## config.mk

```make
export PLATFORM = sky130hd
export DESIGN_NAME = vga_disp_gen
export DESIGN_NICKNAME = d
export VERILOG_FILES = /design/src/rtl/vga_pkg.sv /design/src/rtl/vga_timing_cnt.sv /design/src/rtl/vga_disp_gen.sv
export SDC_FILE = /design/constraint.sdc
export NUM_CORES = 1
export LEC_CHECK = 0
export ABC_AREA = 1
export ABC_CLOCK_PERIOD_IN_PS = 2670
export CAP_MARGIN = 20
export CORE_ASPECT_RATIO = 0.75
export CORE_UTILIZATION = 45
export DETAILED_ROUTE_END_ITERATION = 10
export PLACE_DENSITY_LB_ADDON = 0.08
export SLEW_MARGIN = 20
export SYNTH_ARGS = -nofsm -noshare
export SYNTH_HDL_FRONTEND = slang
export SYNTH_SLANG_ARGS = --single-unit
```

## constraint.sdc

```tcl
create_clock -name vga_clk -period 2.67 [get_ports vga_clk]
set_input_delay 0.6675 -clock vga_clk [delete_from_list [all_inputs] [get_ports vga_clk]]
set_output_delay 0.6675 -clock vga_clk [all_outputs]
set_load 0.01 [all_outputs]
```

## src/rtl/vga_pkg.sv

```systemverilog
// Shared display types and helpers: RGB565/RGB888 pixel structs, 565->888 colour
// expansion and the colour-bar palette used by the test-pattern mode.
package vga_pkg;

    typedef struct packed {
        logic [4:0] r;
        logic [5:0] g;
        logic [4:0] b;
    } rgb565_t;

    typedef struct packed {
        logic [7:0] r;
        logic [7:0] g;
        logic [7:0] b;
    } rgb888_t;

    localparam rgb888_t BAR_WHITE   = 24'hFF_FF_FF;
    localparam rgb888_t BAR_YELLOW  = 24'hFF_FF_00;
    localparam rgb888_t BAR_CYAN    = 24'h00_FF_FF;
    localparam rgb888_t BAR_GREEN   = 24'h00_FF_00;
    localparam rgb888_t BAR_MAGENTA = 24'hFF_00_FF;
    localparam rgb888_t BAR_RED     = 24'hFF_00_00;
    localparam rgb888_t BAR_BLUE    = 24'h00_00_FF;
    localparam rgb888_t BAR_BLACK   = 24'h00_00_00;

    // Replicate the MSBs into the new LSBs so full-scale 565 maps to 0xFF.
    function automatic rgb888_t rgb565_to_888(input rgb565_t px);
        rgb888_t c;
        c.r = {px.r, px.r[4:2]};
        c.g = {px.g, px.g[5:4]};
        c.b = {px.b, px.b[4:2]};
        return c;
    endfunction

    // Bar colour by index, left to right across the active area.
    function automatic rgb888_t bar_colour(input logic [2:0] idx);
        rgb888_t c;
        case (idx)
            3'd0:    c = BAR_WHITE;
            3'd1:    c = BAR_YELLOW;
            3'd2:    c = BAR_CYAN;
            3'd3:    c = BAR_GREEN;
            3'd4:    c = BAR_MAGENTA;
            3'd5:    c = BAR_RED;
            3'd6:    c = BAR_BLUE;
            default: c = BAR_BLACK;
        endcase
        return c;
    endfunction

endpackage

```

## src/rtl/vga_timing_cnt.sv

```systemverilog
// Raster timing core: horizontal/vertical counters, sync generation, active-area
// flag and frame-start strobe. Combinational flags describe the current counter
// state; sync/DE/frame_start outputs are registered one cycle later.
module vga_timing_cnt #(
    parameter int unsigned H_SYNC   = 128,
    parameter int unsigned H_BP     = 192,
    parameter int unsigned H_ACTIVE = 1280,
    parameter int unsigned H_FP     = 64,
    parameter int unsigned V_SYNC   = 7,
    parameter int unsigned V_BP     = 20,
    parameter int unsigned V_ACTIVE = 768,
    parameter int unsigned V_FP     = 3,
    parameter bit          HS_POL   = 1'b0,
    parameter bit          VS_POL   = 1'b0
) (
    input  logic clk_i,
    input  logic rst_ni,
    output logic active_o,
    output logic frame_first_o,
    output logic hsync_o,
    output logic vsync_o,
    output logic de_o,
    output logic frame_start_o
);

    localparam int unsigned H_TOTAL = H_SYNC + H_BP + H_ACTIVE + H_FP;
    localparam int unsigned V_TOTAL = V_SYNC + V_BP + V_ACTIVE + V_FP;
    localparam int unsigned HW      = $clog2(H_TOTAL);
    localparam int unsigned VW      = $clog2(V_TOTAL);
    localparam logic [HW-1:0] H_LAST = HW'(H_TOTAL - 1);
    localparam logic [VW-1:0] V_LAST = VW'(V_TOTAL - 1);

    logic [HW-1:0] h_q, h_d;
    logic [VW-1:0] v_q, v_d;
    logic [31:0]   h_x, v_x;
    logic          hs_act, vs_act, h_act, v_act;
    logic          hsync_q, vsync_q, de_q, frame_start_q;

    // Compare in 32 bits so the parameter arithmetic needs no width juggling.
    assign h_x = 32'(h_q);
    assign v_x = 32'(v_q);

    assign hs_act        = (h_x < H_SYNC);
    assign vs_act        = (v_x < V_SYNC);
    assign h_act         = (h_x >= H_SYNC + H_BP) && (h_x < H_SYNC + H_BP + H_ACTIVE);
    assign v_act         = (v_x >= V_SYNC + V_BP) && (v_x < V_SYNC + V_BP + V_ACTIVE);
    assign active_o      = h_act && v_act;
    assign frame_first_o = (h_q == '0) && (v_q == '0);

    // Next raster position: h wraps each line, v advances on the h wrap.
    always_comb begin
        h_d = h_q + HW'(1);
        v_d = v_q;
        if (h_q == H_LAST) begin
            h_d = '0;
            v_d = (v_q == V_LAST) ? '0 : v_q + VW'(1);
        end
    end

    // Counter state and registered timing outputs.
    always_ff @(posedge clk_i or negedge rst_ni) begin
        if (!rst_ni) begin
            h_q           <= '0;
            v_q           <= '0;
            hsync_q       <= ~HS_POL;
            vsync_q       <= ~VS_POL;
            de_q          <= 1'b0;
            frame_start_q <= 1'b0;
        end else begin
            h_q           <= h_d;
            v_q           <= v_d;
            hsync_q       <= hs_act ? HS_POL : ~HS_POL;
            vsync_q       <= vs_act ? VS_POL : ~VS_POL;
            de_q          <= active_o;
            frame_start_q <= frame_first_o;
        end
    end

    assign hsync_o       = hsync_q;
    assign vsync_o       = vsync_q;
    assign de_o          = de_q;
    assign frame_start_o = frame_start_q;

endmodule

```

## src/rtl/vga_disp_gen.sv

```systemverilog
// VGA/DVI timing generator with read-ahead RGB565 unpacker fed from an FWFT FIFO.
// Optional colour-bar test pattern is built when VGA_DISP_GEN_PATTERN_EN is defined
// (adds the pattern_sel input).
module vga_disp_gen
    import vga_pkg::*;
#(
    parameter int unsigned DATA_W   = 64,
    parameter int unsigned H_SYNC   = 128,
    parameter int unsigned H_BP     = 192,
    parameter int unsigned H_ACTIVE = 1280,
    parameter int unsigned H_FP     = 64,
    parameter int unsigned V_SYNC   = 7,
    parameter int unsigned V_BP     = 20,
    parameter int unsigned V_ACTIVE = 768,
    parameter int unsigned V_FP     = 3,
    parameter bit          HS_POL   = 1'b0,
    parameter bit          VS_POL   = 1'b0
) (
    input  logic              vga_clk,
    input  logic              vga_rst_n,
    input  logic              ddr_init_done,
`ifdef VGA_DISP_GEN_PATTERN_EN
    input  logic              pattern_sel,
`endif
    input  logic [DATA_W-1:0] pix_data,
    input  logic              pix_valid,
    output logic              pix_rden,
    output logic              vga_hsync,
    output logic              vga_vsync,
    output logic              vga_de,
    output logic [7:0]        vga_r,
    output logic [7:0]        vga_g,
    output logic [7:0]        vga_b,
    output logic              frame_start,
    output logic              underflow
);

    localparam int unsigned PPW     = DATA_W / 16;
    localparam int unsigned PH_W    = (PPW > 1) ? $clog2(PPW) : 1;
    localparam logic [PH_W-1:0] PH_LAST = PH_W'(PPW - 1);

    logic              active, frame_first;
    logic [PH_W-1:0]   ph_q, ph_d;
    logic              frame_en_q, frame_en_d;
    logic [DATA_W-1:0] word_q, word_d;
    logic              word_ok_q, word_ok_d;
    logic              underflow_q, underflow_d;
    rgb888_t           colour_q, colour_d;
    logic              pattern_frame;
    logic              fetch_slot;
    logic [15:0]       cur_px;
    logic              px_ok;

    vga_timing_cnt #(
        .H_SYNC   (H_SYNC),
        .H_BP     (H_BP),
        .H_ACTIVE (H_ACTIVE),
        .H_FP     (H_FP),
        .V_SYNC   (V_SYNC),
        .V_BP     (V_BP),
        .V_ACTIVE (V_ACTIVE),
        .V_FP     (V_FP),
        .HS_POL   (HS_POL),
        .VS_POL   (VS_POL)
    ) u_timing (
        .clk_i         (vga_clk),
        .rst_ni        (vga_rst_n),
        .active_o      (active),
        .frame_first_o (frame_first),
        .hsync_o       (vga_hsync),
        .vsync_o       (vga_vsync),
        .de_o          (vga_de),
        .frame_start_o (frame_start)
    );

`ifdef VGA_DISP_GEN_PATTERN_EN
    localparam int unsigned COL_W = $clog2(H_ACTIVE);
    localparam int unsigned BAR_W = H_ACTIVE / 8;

    logic             pattern_q, pattern_d;
    logic [COL_W-1:0] col_q, col_d;
    logic [2:0]       bar_idx;

    assign pattern_frame = pattern_q;
    assign bar_idx       = 3'(32'(col_q) / BAR_W);

    // Pattern mode is latched per frame; column counts across the active line.
    always_comb begin
        pattern_d = frame_first ? pattern_sel : pattern_q;
        col_d     = active ? col_q + COL_W'(1) : '0;
    end

    // Pattern-mode state.
    always_ff @(posedge vga_clk or negedge vga_rst_n) begin
        if (!vga_rst_n) begin
            pattern_q <= 1'b0;
            col_q     <= '0;
        end else begin
            pattern_q <= pattern_d;
            col_q     <= col_d;
        end
    end
`else
    assign pattern_frame = 1'b0;
`endif

    // A word is due at the first pixel of each PPW group when the frame is live.
    assign fetch_slot = active && (ph_q == '0) && frame_en_q && !pattern_frame;
    assign pix_rden   = fetch_slot && pix_valid;

    // Pixel 0 comes straight off the FIFO head; later pixels from the shift register.
    assign cur_px = (ph_q == '0) ? pix_data[DATA_W-1 -: 16] : word_q[DATA_W-1 -: 16];
    assign px_ok  = (ph_q == '0) ? pix_valid : word_ok_q;

    // Phase, frame enable, shift register and underflow next-state.
    always_comb begin
        ph_d        = '0;
        frame_en_d  = frame_first ? ddr_init_done : frame_en_q;
        word_d      = word_q;
        word_ok_d   = word_ok_q;
        underflow_d = underflow_q;
        if (active && (ph_q != PH_LAST)) begin
            ph_d = ph_q + PH_W'(1);
        end
        if (pix_rden) begin
            // Pre-shift so the next phase finds its pixel in the top slot.
            word_d    = pix_data << 16;
            word_ok_d = 1'b1;
        end else if (fetch_slot) begin
            word_ok_d   = 1'b0;
            underflow_d = 1'b1;
        end else if (active && (ph_q != '0)) begin
            word_d = word_q << 16;
        end
    end

    // Output colour for the current counter state; black in blanking.
    always_comb begin
        colour_d = '0;
        if (active) begin
`ifdef VGA_DISP_GEN_PATTERN_EN
            if (pattern_frame) begin
                colour_d = bar_colour(bar_idx);
            end else if (frame_en_q && px_ok) begin
                colour_d = rgb565_to_888(rgb565_t'(cur_px));
            end
`else
            if (frame_en_q && px_ok) begin
                colour_d = rgb565_to_888(rgb565_t'(cur_px));
            end
`endif
        end
    end

    // Fetch/unpack state and registered colour outputs.
    always_ff @(posedge vga_clk or negedge vga_rst_n) begin
        if (!vga_rst_n) begin
            ph_q        <= '0;
            frame_en_q  <= 1'b0;
            word_q      <= '0;
            word_ok_q   <= 1'b0;
            underflow_q <= 1'b0;
            colour_q    <= '0;
        end else begin
            ph_q        <= ph_d;
            frame_en_q  <= frame_en_d;
            word_q      <= word_d;
            word_ok_q   <= word_ok_d;
            underflow_q <= underflow_d;
            colour_q    <= colour_d;
        end
    end

    assign vga_r     = colour_q.r;
    assign vga_g     = colour_q.g;
    assign vga_b     = colour_q.b;
    assign underflow = underflow_q;

endmodule

```

==> Word-level counts from Yosys, hierarchy flattened <==
Cells that the tools add are included.
{ "word_totals": {"register_bits": 118, "in_bits": 68, "output_inout_bits": 30} }
{ "op_classes": {"add_sub_neg": 3, "order_cmp": 6, "eq_ne": 4, "n_mux": 14, "bitwise": 1, "reduce_logical": 18} }
{ "ops": {"columns": ["op", "count"], "rows": [
  ["$mux 64", 3],
  ["$mux 24", 2],
  ["$mux 16", 1],
  ["$add 11x1->11 const B", 1],
  ["$eq 11x11->1 const B", 1],
  ["$ge 11x9->1 const B", 1],
  ["$logic_not 11->1", 1],
  ["$lt 11x11->1 const B", 1],
  ["$lt 11x8->1 const B", 1],
  ["$mux 11", 1],
  ["$add 10x1->10 const B", 1],
  ["$eq 10x10->1 const B", 1],
  ["$ge 10x5->1 const B", 1],
  ["$logic_and 1x1->1", 10],
  ["$logic_not 10->1", 1],
  ["$lt 10x10->1 const B", 1],
  ["$lt 10x3->1 const B", 1],
  ["$mux 10", 1],
  ["$reduce_bool 2->1", 3],
  ["$mux 1", 5],
  ["$ne 2x2->1 const B", 2],
  ["$reduce_and 2->1", 2],
  ["$add 2x1->2 const B", 1],
  ["$logic_not 2->1", 1],
  ["other kinds (2)", 2]
]} }

==> Logic depth before layout (Yosys ltp) <==
{ "depth": {"ltp_word": 8, "depth_mapped": 13, "mapped_depth_nobuf": 11} }

==> Hierarchy <==
Synthesis repeated with hierarchy kept, for this count alone.
{ "unflattened": {"hier_cells": 644, "hier_area_um2": 4832.1} }
{ "modules_own_cells": {"columns": ["mod", "n_inst", "cells_each", "area_per_inst_um2", "seq_area_each_um2"], "rows": [
  ["vga_disp_gen", 1, 451, 3370.7, 1726.7],
  ["vga_timing_cnt", 1, 193, 1461.4, 628.1]
]} }

==> Worst setup path before layout <==
No wires, ideal clock.
{ "synth_path": {"kind": "flip-flop to output port", "from": "reg u_timing.v_q[0]", "to": "out pix_rden", "arrival_ns": 1.465, "t_required_ns": 2.003, "slack_ns": 0.538, "stages_incl_launch_ff": 10, "n_path_buf": 1, "cell_sequence": "dfrtp_1 > ha_1 > inv_1 > nand2_1 > nand2_2 > nand3_2 > nand2_4 > nand4_4 > inv_2 > buf_4"} }
{ "synth_between": {"elab_chain_cells": 6, "elab_cells_between_ends": 7, "classes_between": "order compare (2); reduce/logical (5)"} }
{ "synth_rtl": {"columns": ["item", "line", "rtl"], "rows": [
  ["start: declaration", "vga_timing_cnt.sv:34", "logic [VW-1:0] v_q, v_d;"],
  ["start signal: assignment", "vga_timing_cnt.sv:71", "v_q <= v_d;"],
  ["$ge 10x5->1 / $lt 10x10->1 (equally long branches)", "vga_timing_cnt.sv:46", "assign v_act = (v_x >= V_SYNC + V_BP) && (v_x < V_SYNC + V_BP + V_ACTIVE);"],
  ["$logic_and 1x1->1 (*)", "vga_timing_cnt.sv:46", null],
  ["$logic_and 1x1->1 (*)", "vga_timing_cnt.sv:47", "assign active_o = h_act && v_act;"],
  ["$logic_and 1x1->1 (*) (2 in a row)", "vga_disp_gen.sv:108", "assign fetch_slot = active && (ph_q == '0) && frame_en_q && !pattern_frame;"],
  ["$logic_and 1x1->1 (*)", "vga_disp_gen.sv:109", "assign pix_rden = fetch_slot && pix_valid;"],
  ["end: declaration", "vga_disp_gen.sv:27", "output logic pix_rden,"]
]} }
Every way passes the cells marked *; elsewhere a longest branch is shown, timed or not.

==> Worst setup path after layout <==
Ends and elaborated chain as after synthesis.

==> flow_summary.json <==
{
  "ys_seq_area_share_pct": 47.2,
  "critPathMaxStageDelay_ns": 0.40,
  "cts-root-buf": "clkbuf_16",
  "io_buffers": 97,
  "critical_path.max_fanout": 3,
  "fin_tns_setup_ns": 0,
  "synth-edff-count": 0,
  "ff2ff_path_depth": 13,
  "postCtsHoldBufs": 0,
  "crit_type": "register to primary output",
  "ys_async_sr_fraction_pct": 100,
  "grt_pass1_wl_um": 20700,
  "grt_max_degree": 81,
  "leakage_nw": 3.11,
  "dp_hpwl_um": 8510,
  "finalCritPeriodShare_pct": 95.8,
  "drtPass1Iterations": 5,
  "clk_latency_ns": 0.34,
  "gr-usage-all-layers_pct": 23.3,
  "drv_cap": 0,
  "cts_buffer_depth": 2,
  "critPathMostFrequentCell": "nand2_1",
  "multiInputGateArea_um2": 2110,
  "synth_area_um2": 4990,
  "syn-num-nets": 714,
  "cts_buffers": 9,
  "critical_path_arrival_ns": 1.89,
  "die_w_um": 124,
  "wire_per_inst_um": 14.4,
  "grt_antenna_before_repair": 0,
  "drtIter0Drc": 316,
  "vias_per_cell": 5.26,
  "r2r-end": "word_q[18]$_DFFE_PN0P_",
  "fin_cells": 854,
  "rsz0062_at_grt": "false",
  "die_y_um": 93.2,
  "vias": 4491,
  "io-pin-count": 98,
  "ys.warnings.count": 0,
  "cts.sinks": 94,
  "synthTopCellsByArea": "dfrtp_1 (46%), nand2_1 (15%), nand4_1 (8.4%)",
  "rows": 32,
  "synth_top_area_share_pct": 46.2,
  "avgSynthCellArea_um2": 7.80,
  "nets": 788,
  "regToRegSetupSlack_ns": 0.33,
  "synthTopCellsByCount": "nand2_1 (201), dfrtp_1 (92), nand4_1 (67), nand3_1 (66), inv_1 (62)",
  "cp-start-kind": "register",
  "layout_min_cycle_time_ns": 2.56,
  "r2r_start": "u_timing.v_q[0]$_DFFE_PN0N_",
  "slew_violations": 0,
  "setup-violations-final": 0,
  "fin_ws_ns": 0.113,
  "relSlewSlack_pct": 51.6,
  "pre_cts_slack_ns": -0.0158,
  "ys_seq_elements": 94,
  "grt_pass1_vias": 4241,
  "crit_path_end_kind": "primary output",
  "wl_um": 12300,
  "die_area_um2": 11500,
  "place_congestion": 0.846,
  "min_path_type": "primary input to async pin",
  "tritoncts": "built",
  "cp.required_ns": 2.00,
  "crit_chain": "ha_1 -> inv_1 -> nand2_1 -> nand2_2 -> nand2_1 -> nor2_2 -> nor2_4 -> nand4_4 -> inv_2 -> dlygate4sd2_1",
  "hold-worst-slack_ns": 0.303,
  "worst_pin_slew_ns": 0.725,
  "worst_path_max_delay_cell": "dfrtp_1",
  "start_util_pct": 47.4,
  "finClkSkew_ns": 0.00672,
  "drc": 0,
  "antenna_left": 0,
  "fillerInstances": 992,
  "pwr_density_cell_nw_per_um2": 446,
  "synth_most_common_cell": "nand2_1",
  "netlist_instances": 639,
  "cts-htree-levels": 3,
  "final_hold_viol_count": 0,
  "synth_largest_area_cell": "dfrtp_1",
  "ys_types": 28,
  "antennaDiodeCount": 0,
  "dp_cells": 837,
  "grt_overflow_total": 0,
  "fmax_mhz": 391,
  "ys.flop_type": "dfrtp_1",
  "layout-drive-gt1-share_pct": 6.82,
  "area_delta_synth_final_pct": 25.9,
  "vdd_drop_max_v": 0.000294,
  "cts.clk_slew.worst_paths_ns": 0.07,
  "core_um2": 10500,
  "regArea_um2": 2350,
  "outcome": "finished clean"
}
-- registers in the layout (all words and copies together), names as in the netlist --
name,flops
vga_r,5
u_timing.frame_start_o,1
u_timing.vsync_o,1
word_q,48
u_timing.de_o,1
underflow,1
u_timing.v_q,10
ph_q,2
vga_b,5
u_timing.hsync_o,1
vga_g,6
word_ok_q,1
u_timing.h_q,11
frame_en_q,1
-- stage by stage --
step	power, mW	instance area, um^2	utilization (%)
6_report	2.80	6280	59.6
5_1_grt	2.91	6280	59.6
4_1_cts	2.83	6270	59.5
3_5_place_dp	1.63	5990	56.9
3_3_place_gp	1.62	5990	56.9
2_1_floorplan	1.48	4990	-
-- metal layers --
metal	GRT usage [%]	vias to the layer above	routed length [um]
met5	0	-	0
met4	6.12	0	110
met3	4.33	11	685
met2	33.9	146	5210
met1	35.2	2109	6340
li1	-	2225	-
-- kinds of logic after synthesis --
group                    share of synthesized area [%]
buffers and inverters                             10.5
XOR/XNOR                                          1.93
adder cells (fa/ha/maj)                           1.76
AND/OR/NAND/NOR                                   35.1
flip-flops                                        47.2
AO/OA/AOI/OAI                                     3.56
-- cells in the final DEF, fill, tap and decap left out, types with 11 or more instances in the layout --
cell type | netlist | final
nand2_1 | 201 | 201
clkdlybuf4s50_1 | 0 | 95
dfrtp_1 | 92 | 92
nand4_1 | 67 | 67
nand3_1 | 66 | 66
inv_1 | 62 | 62
a21oi_1 | 22 | 22
nor2_1 | 17 | 16
buf_4 | 9 | 13
o21ai_0 | 11 | 11
-- layout make-up --
cell class,count,share of cell area (%)
inverter,70,4.19
sequential,94,37.5
tap,136,2.71
clock buffer,11,3.87
clock inverter,5,0.578
timing repair buffer,111,17.5
multi-input combinational,427,33.7
-- report_power, final --
group          switching (mW)  internal (mW)  total [mW]
logic                  0.0740         0.0975       0.172
registers            0.000812           1.42        1.43
clock network           0.546          0.657        1.20
total                   0.620           2.18        2.80
-- worst max-delay path by stage --
stage / start / end / slack, ns / depth (start not counted)
2_1_floorplan: u_timing.v_q[0]$_DFFE_PN0N_ / pix_rden / 0.54 / 9
5_1_grt: u_timing.v_q[0]$_DFFE_PN0N_ / pix_rden / 0.01 / 10
3_5_place_dp: pix_valid / pix_rden / -0.02 / 4
3_3_place_gp: pix_valid / pix_rden / -0.02 / 4
6_report: u_timing.v_q[0]$_DFFE_PN0N_ / pix_rden / 0.11 / 10
4_1_cts: u_timing.v_q[0]$_DFFE_PN0N_ / pix_rden / 0.04 / 10
-- what timing repair did --
| action | CTS | global route |
|---|---|---|
| setup endpoints to repair | 1 | 1 |
| setup buffers | 0 | 1 |
| resized for setup | 1 | 1 |
-- worst max-delay path, delay by kind of cell, from the launching register on --
kind                       cells  cell delay [ns]
DFF                            1             0.40
and+or+nand+nor                6             0.48
adders and majority gates      1             0.24
buffers and inverters          3             0.42
(Power assumes the default switching activity.)
